==> src/rtl/imm_extend_pipe.sv <==
// Immediate extender with one-cycle valid/ready pipeline and MOVZ/MOVK accumulator.
// Optional transfer counter enabled by defining IMM_EXTEND_PIPE_XFER_COUNT_EN.
module imm_extend_pipe #(
  parameter int DATA_W   = 64,
  parameter int BR_SCALE = 0
) (
  input  logic              Clk,
  input  logic              Reset,
  input  logic              InValid,
  output logic              InReady,
  input  logic [25:0]       Imm26,
  input  logic [2:0]        Ctrl,
  output logic              OutValid,
  input  logic              OutReady,
  output logic [DATA_W-1:0] BusImm,
  output logic              Err,
  output logic [15:0]       XferCount
);

  typedef enum logic [2:0] {
    FMT_I    = 3'b000,
    FMT_D    = 3'b001,
    FMT_B    = 3'b010,
    FMT_CB   = 3'b011,
    FMT_MOVZ = 3'b100,
    FMT_MOVK = 3'b101
  } fmt_e;

  logic              r_out_valid;
  logic [DATA_W-1:0] r_bus;
  logic              r_err;
  logic [DATA_W-1:0] r_acc;

  logic              w_accept;
  logic [1:0]        w_hw;
  logic [5:0]        w_shift;
  logic              w_lane_ok;
  logic [DATA_W-1:0] w_movz;
  logic [DATA_W-1:0] w_movk;
  logic [DATA_W-1:0] w_result;
  logic              w_err;
  logic              w_acc_we;

  assign InReady  = ~r_out_valid | OutReady;
  assign w_accept = InValid & InReady;

  assign w_hw      = Imm26[22:21];
  assign w_shift   = {w_hw, 4'b0000};
  // A 32-bit bus only has lanes 0 and 1.
  assign w_lane_ok = (DATA_W == 64) || !w_hw[1];
  assign w_movz    = DATA_W'(Imm26[20:5]) << w_shift;
  assign w_movk    = (r_acc & ~(DATA_W'(16'hFFFF) << w_shift)) | w_movz;

  always_comb begin
    w_result = '0;
    w_err    = 1'b0;
    w_acc_we = 1'b0;
    case (Ctrl)
      FMT_I: w_result = DATA_W'($signed(Imm26[21:10]));
      FMT_D: w_result = DATA_W'($signed(Imm26[20:12]));
      FMT_B: begin
        w_result = DATA_W'($signed(Imm26[25:0]));
        if (BR_SCALE != 0) w_result = w_result << 2;
      end
      FMT_CB: begin
        w_result = DATA_W'($signed(Imm26[23:5]));
        if (BR_SCALE != 0) w_result = w_result << 2;
      end
      FMT_MOVZ: begin
        if (w_lane_ok) begin
          w_result = w_movz;
          w_acc_we = 1'b1;
        end else begin
          w_err = 1'b1;
        end
      end
      FMT_MOVK: begin
        if (w_lane_ok) begin
          w_result = w_movk;
          w_acc_we = 1'b1;
        end else begin
          w_err = 1'b1;
        end
      end
      default: w_err = 1'b1;
    endcase
  end

  // The output register holds its value while stalled; a transfer without a
  // new accept only drops the valid flag.
  always_ff @(posedge Clk or posedge Reset) begin
    if (Reset) begin
      r_out_valid <= 1'b0;
      r_bus       <= '0;
      r_err       <= 1'b0;
      r_acc       <= '0;
    end else if (w_accept) begin
      r_out_valid <= 1'b1;
      r_bus       <= w_result;
      r_err       <= w_err;
      if (w_acc_we) r_acc <= w_result;
    end else if (OutReady) begin
      r_out_valid <= 1'b0;
    end
  end

  assign OutValid = r_out_valid;
  assign BusImm   = r_bus;
  assign Err      = r_err;

`ifdef IMM_EXTEND_PIPE_XFER_COUNT_EN
  logic [15:0] r_xfer_cnt;

  always_ff @(posedge Clk or posedge Reset) begin
    if (Reset) begin
      r_xfer_cnt <= '0;
    end else if (r_out_valid && OutReady && (r_xfer_cnt != 16'hFFFF)) begin
      r_xfer_cnt <= r_xfer_cnt + 16'd1;
    end
  end

  assign XferCount = r_xfer_cnt;
`else
  assign XferCount = 16'd0;
`endif

endmodule

==> config.mk <==
export PLATFORM = sky130hd
export DESIGN_NAME = imm_extend_pipe
export DESIGN_NICKNAME = d
export VERILOG_FILES = /design/src/rtl/imm_extend_pipe.sv
export SDC_FILE = /design/constraint.sdc
export NUM_CORES = 1
export LEC_CHECK = 0
export BUFFER_PORTS_ARGS = -buffer_cell sky130_fd_sc_hd__clkbuf_2
export CORE_UTILIZATION = 57
export CTS_CLUSTER_DIAMETER = 80
export CTS_CLUSTER_SIZE = 20
export DETAILED_ROUTE_END_ITERATION = 7
export GPL_ROUTABILITY_DRIVEN = 0
export PLACE_DENSITY_LB_ADDON = 0.2
export SLEW_MARGIN = 20
export SYNTH_ARGS = -nofsm -noshare
export SYNTH_HDL_FRONTEND = slang
export SYNTH_SLANG_ARGS = --single-unit
==> constraint.sdc <==
create_clock -name Clk -period 5 [get_ports Clk]
set_input_delay 1 -clock Clk [delete_from_list [all_inputs] [get_ports Clk]]
set_output_delay 1 -clock Clk [all_outputs]
set_load 0.01 [all_outputs]
# Word-level counts from Yosys, hierarchy flattened

Index checks and enable logic that the tools add are counted.

Register bits: 130
Bits of input ports: 33
Logic and storage cells: 27

Equal/unequal tests: 5
Shifts and indexed selects: 2
Multiplexer cells: 5
Bitwise operators: 6
Reduce and logical (&&, ||, !) cells: 5

Operators with widths:

| kind                                               | number |
|---|---|
| case mux 64 bit (6 select lines)                   | 1 |
| AND 64 bit                                         | 1 |
| NOT 64 bit                                         | 1 |
| OR 64 bit                                          | 1 |
| left shift 16 x 6 -> 64 bit                        | 1 |
| left shift 16 x 6 -> 64 bit (first input constant) | 1 |
| == test 3 x 2 -> 1 bit (second input constant)     | 2 |
| == test 3 bit (second input constant)              | 2 |
| OR reduction 6 bit                                 | 1 |
| 2-to-1 mux 1 bit                                   | 4 |
| == test 3 x 1 -> 1 bit (second input constant)     | 1 |
| logical NOT 3 bit                                  | 1 |
| AND reduction 2 bit                                | 1 |
| nonzero test 2 bit                                 | 1 |
| OR reduction 2 bit                                 | 1 |
| AND 1 bit                                          | 1 |
| NOT 1 bit                                          | 1 |
| OR 1 bit                                           | 1 |

# Logic depth before layout (Yosys ltp)

Gate-level depths: netlist (run 1).

Depth in word-level cells: 5
Depth in mapped cells: 7
Gate-level depth less buffers: 4

# Worst setup path after synthesis (run 1)

Ideal clock, no wire load.

Path kind: in2reg
Start: in Ctrl[0]
End: reg r_bus[11] (netlist: BusImm[11])
Arrival: 2.221 ns
Setup slack: 2.653 ns
Cell stages on the path: 5
Cells stage by stage: buf_2 > and3b_1 > or2_4 > a221o_1 > a221o_1

Cells in the longest elaborated chain, start to end: 2
Elaborated cells on any way between the ends: 7
Classes of those cells: eq/ne (5); mux (1); reduce/logical (1)

RTL lines:

| element                                     | RTL line | RTL |
|---|---|---|
| from (decl)                                 | 12       | `input logic [2:0] Ctrl,` |
| == test 3 bit, or another cell as far along | 58       | `case (Ctrl)` |
| case mux 64 bit (6 select lines) *          | 58       |  |
| to (signal assigned)                        | 99       | `r_bus <= w_result;` |
| to (decl)                                   | 30       | `logic [DATA_W-1:0] r_bus;` |

Every way passes the cells marked *; elsewhere a longest branch is shown, timed or not.
A chain may end at the register's enable or synchronous reset.

# Worst setup path after layout (run 1)

Start: in Ctrl[1]
End: reg r_bus[45] (netlist: BusImm[45])

The elaborated chain is that of the path after synthesis.

==> flow_summary.json, run 1 <==
{
  "status": "complete, but fails checks",
  "synth_edf_count": 0,
  "reg2reg_slack_ns": 2.67,
  "p_leak_uw": 0.003733,
  "whs_path_depth": 1,
  "critPathLaunchType": "primary input",
  "grt_pass1_wl_microns": 32120,
  "core_area_sq_um": 11520,
  "slew_headroom": 0.3188,
  "wl_per_cell_microns": 22.23,
  "rr_startpoint": "OutValid$_DFFE_PP0P_",
  "period_minus_slack_ns": 3.045,
  "async_flop_share": 1.000,
  "rsz0062_at_grt": "false",
  "netlist_top_cells_area": "dfrtp_1 (48%), a22o_1 (7.2%), a31oi_1 (3.9%)",
  "hold_buffers": 0,
  "clk_latency_ns": 0.42,
  "maxCapViolations": 0,
  "design_area_sq_um": 7751,
  "drtPass1Iterations": 7,
  "yosysMostFrequentCell": "dfrtp_1",
  "rows": 39,
  "wl_microns": 19760,
  "die_h_microns": 111.1,
  "synthCells": 685,
  "start_util": 0.5893,
  "cts_buffers": 17,
  "path_clk_slew_ns": 0.06,
  "power_density_nw_per_um2": 418.2,
  "cp-end-kind": "flip-flop",
  "clk_path_buf_depth": 2,
  "hold_viol_final": 0,
  "reg2reg_depth": 4,
  "peakVddDrop_uv": 210.6,
  "synth_seq_area_share": 0.4794,
  "r2r-end": "r_acc[17]$_DFFE_PP0P_",
  "dieArea_sq_um": 12350,
  "ys_warn_count": 0,
  "synth_seq_cells": 130,
  "place_inst": 857,
  "vias": 6050,
  "skew_ns": 0.005251,
  "post_dp_cell_area_sq_um": 7162,
  "setup_viol": 0,
  "grt_max_degree": 61,
  "grt_pass1_vias": 6021,
  "synthFlopType": "dfrtp_1",
  "drt_iter0_drc": 624,
  "cp_max_fo": 38,
  "fp.dieW_microns": 111.1,
  "fmax_mhz": 328.4,
  "track_usage": 0.3352,
  "numPortBuffers": 99,
  "violations": "DRC",
  "drive_above_1_share": 0.2198,
  "hp-start": "r_acc[20]$_DFFE_PP0P_",
  "min_delay_worst_endpoint": "r_acc[20]$_DFFE_PP0P_",
  "instances_no_fill": 889,
  "cts_tree": "yes",
  "clock_sinks": 130,
  "drc": 16,
  "synthDistinctLibCells": 56,
  "cp_data_required_time_ns": 5.33,
  "slew_violations": 0,
  "synth_area_per_cell_sq_um": 9.907,
  "antenna_cells": 0,
  "fillers": 930,
  "setup_tns_ns": 0,
  "critPathKind": "primary input to flip-flop",
  "yosysTopAreaCell": "dfrtp_1",
  "mappedNetlistArea_sq_um": 6787,
  "post-route-period-util": 0.6090,
  "htreeDepth": 4,
  "ios": 116,
  "root_buffer": "clkbuf_16",
  "via_per_inst": 6.805,
  "ant_nets": 0,
  "synth_top_area_frac": 0.4794,
  "post_cts.repair.setup_buffers": 0,
  "cts_resized": 0,
  "max_slew.worst_pin.slew_ns": 1.022,
  "antenna_found_initial": 0,
  "worstPathArrival_ns": 3.38,
  "nNetsFinal": 766,
  "yosys-top-cells-count": "dfrtp_1 (130), a22o_1 (56), nor2_1 (52), a21oi_1 (48), clkbuf_1 (43)",
  "overflow": 0,
  "area_delta_synth_final_pct": 14.21,
  "hpwl_microns": 12030,
  "hold_path_class": "flip-flop to flip-flop",
  "whs_ns": 0.4901
}
registers in the layout, summed over array words and instances, names as in the netlist:
| signal | count |
|---|---|
| OutValid | 1 |
| r_acc | 64 |
| BusImm | 64 |
| Err | 1 |
cells in the final DEF (no fill, tap or decap), drive strengths merged, types with 18 or more instances in the layout:
cell and n:
nand2 21, dfrtp 130, a31oi 42, clkbuf 119, a22o 56, o22ai 42, nor2 55, a21o 34
mux2i 18, a21oi 48
cell type report:
class,instances,area [sq um],share of cell area
Inverter,5,21.27,0.002744
Timing Repair Buffer,110,590.6,0.07619
Clock buffer,20,456.7,0.05892
Clock inverter,12,132.6,0.01711
Multi-Input combinational cell,469,3118,0.4023
Sequential cell,130,3253,0.4197
Tap cell,143,178.9,0.02308
layer usage:
| layer | part of all wire | routed length (microns) | track usage | vias to the layer above |
|---|---|---|---|---|
| met5 | 0 | 0 | 0 | - |
| met2 | 0.47 | 9205 | 0.5174 | 362 |
| met1 | 0.40 | 7992 | 0.4378 | 2975 |
| li1 | - | - | - | 2652 |
| met4 | 0.038 | 751 | 0.1847 | 0 |
| met3 | 0.092 | 1812 | 0.07818 | 61 |
report_power, final:
group          internal (uW)  switching [uW]  total (uW)  leakage [uW]
combinational            273             354         628       0.00183
clock                    760             484        1240      0.000282
sequential              1250             119        1370       0.00162
total                   2280             957        3240       0.00373
how the worst max path moves through the flow:
stage                       start                endpoint
after detailed placement  Ctrl[1]  BusImm[49]$_DFFE_PP0P_
after global routing      Ctrl[1]  BusImm[56]$_DFFE_PP0P_
final                     Ctrl[1]  BusImm[45]$_DFFE_PP0P_
after floorplan             Reset   BusImm[0]$_DFFE_PP0P_
after CTS                 Ctrl[1]  BusImm[49]$_DFFE_PP0P_
after global placement    Ctrl[1]  BusImm[41]$_DFFE_PP0P_
logic make-up (layout without fill, tap and decap cells):
group	after synthesis	after routing	synth area share
AO/OA/AOI/OAI	288	288	0.3053
AND/OR/NAND/NOR	146	146	0.1145
multiplexers	19	19	0.02876
other	1	16	0.0005526
flip-flops	130	130	0.4794
buffers and inverters	101	147	0.07153
critical path: stages:
cell and delay [ns]:
clkbuf_2 0.55, nand2b_1 0.38, o22ai_4 0.85, buf_12 0.29
a31oi_1 0.07, o22ai_1 0.20
metrics by stage:
step	worst slack [ns]	power, uW	utilization
after floorplan	0.5307	1795	-
after global placement	1.729	1972	0.6219
after detailed placement	1.604	1998	0.6219
after CTS	2.024	3243	0.6731
after global routing	1.749	3388	0.6731
final	1.955	3242	0.6731
(Power assumes the default switching activity.)
==> run 2: changes to the inputs <==
==> constraint.sdc (replaced) <==
create_clock -name Clk -period 3.2 [get_ports Clk]
set_input_delay 0.64 -clock Clk [delete_from_list [all_inputs] [get_ports Clk]]
set_output_delay 0.64 -clock Clk [all_outputs]
set_load 0.01 [all_outputs]
==> run 2 against run 1 <==
Compared with the run above: the flow still finishes with violations (DRC); power rose by 52%; first-iteration DRC count fell by 19%; wire length rose by 1.7%; global-route usage fell by 0.13 points; die area did not move; worst setup slack got worse by 0.95 ns; count of clock-buffer cells in the layout rose by 3; register-to-register slack got worse by 1.5 ns; highest routed layer unchanged.
==> flow_summary.json, run 2 (same netlist as run 1, synthesis figures left out) <==
{
  "fillers": 921,
  "antenna_cells": 0,
  "pwr-share-comb": 0.202,
  "ant_nets": 0,
  "track_usage": 0.3339,
  "hpwl_microns": 12400,
  "clock_sinks": 130,
  "regArea_sq_um": 3253,
  "cp_slowest_cell": "nor2_2",
  "crit_path_cell_trace": "clkbuf_2 -> nand3b_2 -> nor2_2 -> a21oi_1 -> o22ai_1",
  "nNetsFinal": 775,
  "path_clk_slew_ns": 0.05,
  "numPortBuffers": 99,
  "clk_path_buf_depth": 2,
  "p_int_uw": 3501,
  "overflow": 0,
  "rsz0062_at_grt": "false",
  "drtPass1Iterations": 7,
  "slew_violations": 0,
  "wl_microns": 20100,
  "violations": "DRC",
  "cp_max_fo": 29,
  "cts_tree": "yes",
  "post-route-period-util": 0.6857,
  "worstPathArrival_ns": 2.53,
  "cp-end-kind": "flip-flop",
  "die_h_microns": 111.1,
  "multi_input_area_sq_um": 3118,
  "maxCapViolations": 0,
  "cts_buffers": 17,
  "power_density_nw_per_um2": 632.7,
  "p_switching_uw": 1428,
  "antenna_found_initial": 0,
  "fmax_mhz": 455.7,
  "p_leak_uw": 0.003762,
  "p_seq_frac": 0.436,
  "skew_ns": 0.006248,
  "grt_pass1_vias": 5920,
  "hold_path_class": "primary input to async pin",
  "grt_max_degree": 131,
  "clk_latency_ns": 0.42,
  "dieArea_sq_um": 12350,
  "rows": 39,
  "drive_above_1_share": 0.2224,
  "via_per_inst": 6.795,
  "final_cell_mix": "dfrtp_1 (130), clkbuf_2 (99), a22o_1 (56)",
  "setup_tns_ns": 0,
  "grt_pass1_wl_microns": 31730,
  "drc": 23,
  "crit_path_max_incr_delay_ns": 0.66,
  "p_total_uw": 4929,
  "area_delta_synth_final_pct": 14.79,
  "swShare": 0.2898,
  "critPathKind": "primary input to flip-flop",
  "layout_commonest_cell": "dfrtp_1",
  "max_slew.worst_pin.slew_ns": 0.8205,
  "drt_iter0_drc": 505,
  "p_clk_frac": 0.362,
  "status": "complete, but fails checks",
  "root_buffer": "clkbuf_16",
  "period_minus_slack_ns": 2.194,
  "peakVddDrop_uv": 293.7,
  "setup_viol": 0,
  "start_util": 0.5893,
  "cp_data_required_time_ns": 3.54,
  "post_cts.repair.setup_buffers": 0,
  "cts_resized": 0,
  "hold_viol_final": 0,
  "critPathLaunchType": "primary input",
  "htreeDepth": 4,
  "core_area_sq_um": 11520,
  "hold_buffers": 0,
  "slew_headroom": 0.4530,
  "vias": 6075,
  "wl_per_cell_microns": 22.48,
  "ios": 116,
  "fp.dieW_microns": 111.1
}
[run 2: changes by cell type in the layout (fill, tap and decap cells not counted)]
cell / delta
buf_12: +2
buf_4: +7
bufinv_16: -1
clkbuf_1: +2
clkbuf_8: +1
clkinv_2: -1
clkinv_4: -2
clkinvlp_4: -1
inv_4: -1
inv_6: -1
[run 2: path summary, 6_finish.rpt]
kind                       slack, ns                 start                     end  depth (start not counted)
max reg2reg                     1.22  OutValid$_DFFE_PP0P_   r_acc[63]$_DFFE_PP0P_                          4
max in group asynchronous       2.24                 Reset   BusImm[2]$_DFFE_PP0P_                          3
min in group Clk                0.48  r_acc[7]$_DFFE_PP0P_    r_acc[7]$_DFFE_PP0P_                          2
min reg2reg                     0.48  r_acc[7]$_DFFE_PP0P_    r_acc[7]$_DFFE_PP0P_                          2
max                             1.01               Ctrl[1]  BusImm[61]$_DFFE_PP0P_                          5
min                             0.36                 Reset   BusImm[4]$_DFFE_PP0P_                          3
[run 2: critical path: cells and delay by family]
kind            cells  cell delay (ns)
compound gates      2             0.34
simple gates        2             1.19
buf+inv             1             0.34
[run 2: metal layers]
| layer | routed length [microns] | global-route usage | part of all wire |
|---|---|---|---|
| met1 | 8305 | 0.4453 | 0.41 |
| met2 | 9160 | 0.4956 | 0.46 |
| met3 | 1888 | 0.09459 | 0.094 |
| met4 | 744 | 0.1775 | 0.037 |
| met5 | 0 | 0 | 0 |
[run 2: power by group through the flow]
stage                     logic, uW  clock network (uW)  registers (uW)
final                           995                1790            2150
after detailed placement        983                   0            2160
after global placement          951                   0            2150
after CTS                       988                1800            2140
after floorplan                 636                   0            2170
after global routing           1080                1870            2180
[run 2: cell type report]
cell class | instances | share of cell area
timing repair buffer | 119 | 0.08770
clock buffer | 23 | 0.06136
inverter | 5 | 0.002891
tap | 143 | 0.02297
clock inverter | 5 | 0.007228
multi-input combinational | 469 | 0.4003
sequential | 130 | 0.4176
[run 2: stage by stage]
stage                     hold WS (ns)    util  worst slack (ns)  area [sq um]  instances
after global routing            0.4943  0.6764            0.9281          7790        894
after detailed placement        0.4702  0.6301            0.6786          7256        866
final                           0.3629  0.6764             1.006          7790        894
after CTS                       0.4521  0.6764             1.091          7790        894
after floorplan                 0.4482       -            0.9508          6847        700
after global placement          0.4641  0.6301            0.7201          7256        866
==> run 3: changes to the inputs <==
==> constraint.sdc (replaced) <==
create_clock -name Clk -period 2.1 [get_ports Clk]
set_input_delay 0.42 -clock Clk [delete_from_list [all_inputs] [get_ports Clk]]
set_output_delay 0.42 -clock Clk [all_outputs]
set_load 0.01 [all_outputs]
==> run 3 against run 2 <==
Compared with the run above: the run still ends with DRC left; non-clock buffer count rose by 24; count of clock-buffer cells in the layout did not move; core utilization rose by 2.5 points; design area rose by 3.7%; power rose by 62%; sequential share of layout area fell by 1.5 points; combinational power rose by 57%; sequential cell count did not move; wire length fell by 0.54%; critical path type is now flip-flop to flip-flop; critical endpoint is now r_acc[5]$_DFFE_PP0P_.
==> flow_summary.json, run 3 (same netlist as run 1, synthesis figures left out) <==
{
  "via_per_inst": 6.680,
  "path_clk_slew_ns": 0.06,
  "fillers": 863,
  "drt_iter0_drc": 656,
  "ant_nets": 0,
  "critical-path-top-delay-family": "simple AND/OR/NAND/NOR gates",
  "core_area_sq_um": 11520,
  "post-route-period-util": 0.9235,
  "status": "complete, but fails checks",
  "hpwl_microns": 12690,
  "pre_cts_slack_ns": 0.08354,
  "crit_path_cell_trace": "nand2b_1 -> and2_1 -> buf_4 -> nand2_1 -> o21ai_0",
  "wl_per_cell_microns": 21.68,
  "period_minus_slack_ns": 1.939,
  "setup_tns_ns": 0,
  "nNetsFinal": 799,
  "worstPathArrival_ns": 2.27,
  "grt_max_degree": 74,
  "dieArea_sq_um": 12350,
  "cts_resized": 0,
  "drtPass1Iterations": 7,
  "violations": "DRC",
  "critPathLaunchType": "flip-flop",
  "cp_slowest_cell": "dfrtp_1",
  "skew_ns": 0.004412,
  "p_leak_uw": 0.003935,
  "track_usage": 0.3376,
  "wl_microns": 19990,
  "overflow": 0,
  "antenna_found_initial": 0,
  "start_util": 0.5893,
  "max_slew.worst_pin.slew_ns": 0.7786,
  "critPathBufInv": 1,
  "drc": 22,
  "cts_buffers": 17,
  "cp_data_required_time_ns": 2.43,
  "numPortBuffers": 99,
  "post_cts.repair.setup_buffers": 0,
  "fmax_mhz": 515.6,
  "hold_viol_final": 0,
  "maxCapViolations": 0,
  "layout_commonest_cell": "dfrtp_1",
  "cts_tree": "yes",
  "final_cell_mix": "dfrtp_1 (130), clkbuf_2 (99), a22o_1 (56)",
  "post-route-util": 0.7015,
  "slew_headroom": 0.4809,
  "hold_buffers": 0,
  "power_density_nw_per_um2": 987.6,
  "ios": 116,
  "peakVddDrop_uv": 608.9,
  "clk_latency_ns": 0.42,
  "clk_path_buf_depth": 2,
  "htreeDepth": 4,
  "worst_slack_ns": 0.1606,
  "fp.dieW_microns": 111.1,
  "cp-end-kind": "flip-flop",
  "rows": 39,
  "setup_viol": 0,
  "place_inst": 890,
  "critPathKind": "flip-flop to flip-flop",
  "die_h_microns": 111.1,
  "area_delta_synth_final_pct": 19.05,
  "drive_above_1_share": 0.2503,
  "rsz0062_at_grt": "false",
  "slew_violations": 0,
  "grt_pass1_vias": 5979,
  "root_buffer": "clkbuf_16",
  "vias": 6159,
  "reg2reg_slack_ns": 0.16,
  "grt_pass1_wl_microns": 32040,
  "crit_path_max_incr_delay_ns": 0.37,
  "cp_max_fo": 24,
  "instances_no_fill": 922,
  "clock_sinks": 130,
  "antenna_cells": 0,
  "hold_path_class": "primary input to async pin"
}
## run 3: changes by cell type in the layout (fill, tap and decap cells not counted)
cell        delta
clkinv_4       +1
buf_4         +23
buf_12         +1
clkinvlp_4     -1
bufinv_16      +3
clkinv_2       +1
## run 3: area by class of cell
| type | count | area, sq um | share of cell area |
|---|---|---|---|
| inverters | 5 | 22.52 | 0.002788 |
| well taps | 143 | 178.9 | 0.02215 |
| clock inverters | 9 | 152.6 | 0.01889 |
| flip-flops and latches | 130 | 3253 | 0.4027 |
| multi-input cells | 469 | 3118 | 0.3859 |
| repair buffers | 143 | 875.8 | 0.1084 |
| clock buffers | 23 | 478.0 | 0.05916 |
## run 3: routing by layer
layer	GRT usage	vias to the layer above	share of wire	wire, microns
met5	0	-	0	0
met4	0.1595	0	0.034	682
met3	0.08311	72	0.094	1884
met2	0.5224	374	0.46	9240
met1	0.4486	2995	0.41	8183
li1	-	2718	-	-
## run 3: final timing paths
kind / from / endpoint / cells after the start
worst max-delay path: OutValid$_DFFE_PP0P_ / r_acc[5]$_DFFE_PP0P_ / 5
worst min-delay path: Reset / r_acc[9]$_DFFE_PP0P_ / 3
worst max register to register: OutValid$_DFFE_PP0P_ / r_acc[5]$_DFFE_PP0P_ / 5
worst min register to register: r_acc[0]$_DFFE_PP0P_ / r_acc[0]$_DFFE_PP0P_ / 2
max in group asynchronous: Reset / BusImm[58]$_DFFE_PP0P_ / 3
min in group Clk: InValid / OutValid$_DFFE_PP0P_ / 2
## run 3: worst register-to-register path: stages, from the launching register on
cell and delay, ns:
dfrtp_1 0.37, nand2b_1 0.30, and2_1 0.21, buf_4 0.29, nand2_1 0.37, o21ai_0 0.30
## run 3: power breakdown
group | switching [uW] | total [uW] | internal [uW]
Combinational | 858 | 1560 | 698
Clock | 1070 | 3150 | 2080
Sequential | 294 | 3270 | 2980
## run 3: through the flow
step	instance area [sq um]	power (uW)	hold slack, ns
finish	8079	7979	0.09446
global route	8079	8289	0.1537
CTS	8079	7977	0.1250
detailed placement	7448	4823	0.4731
global placement	7448	4756	0.4629
floorplan	6847	4274	0.4482
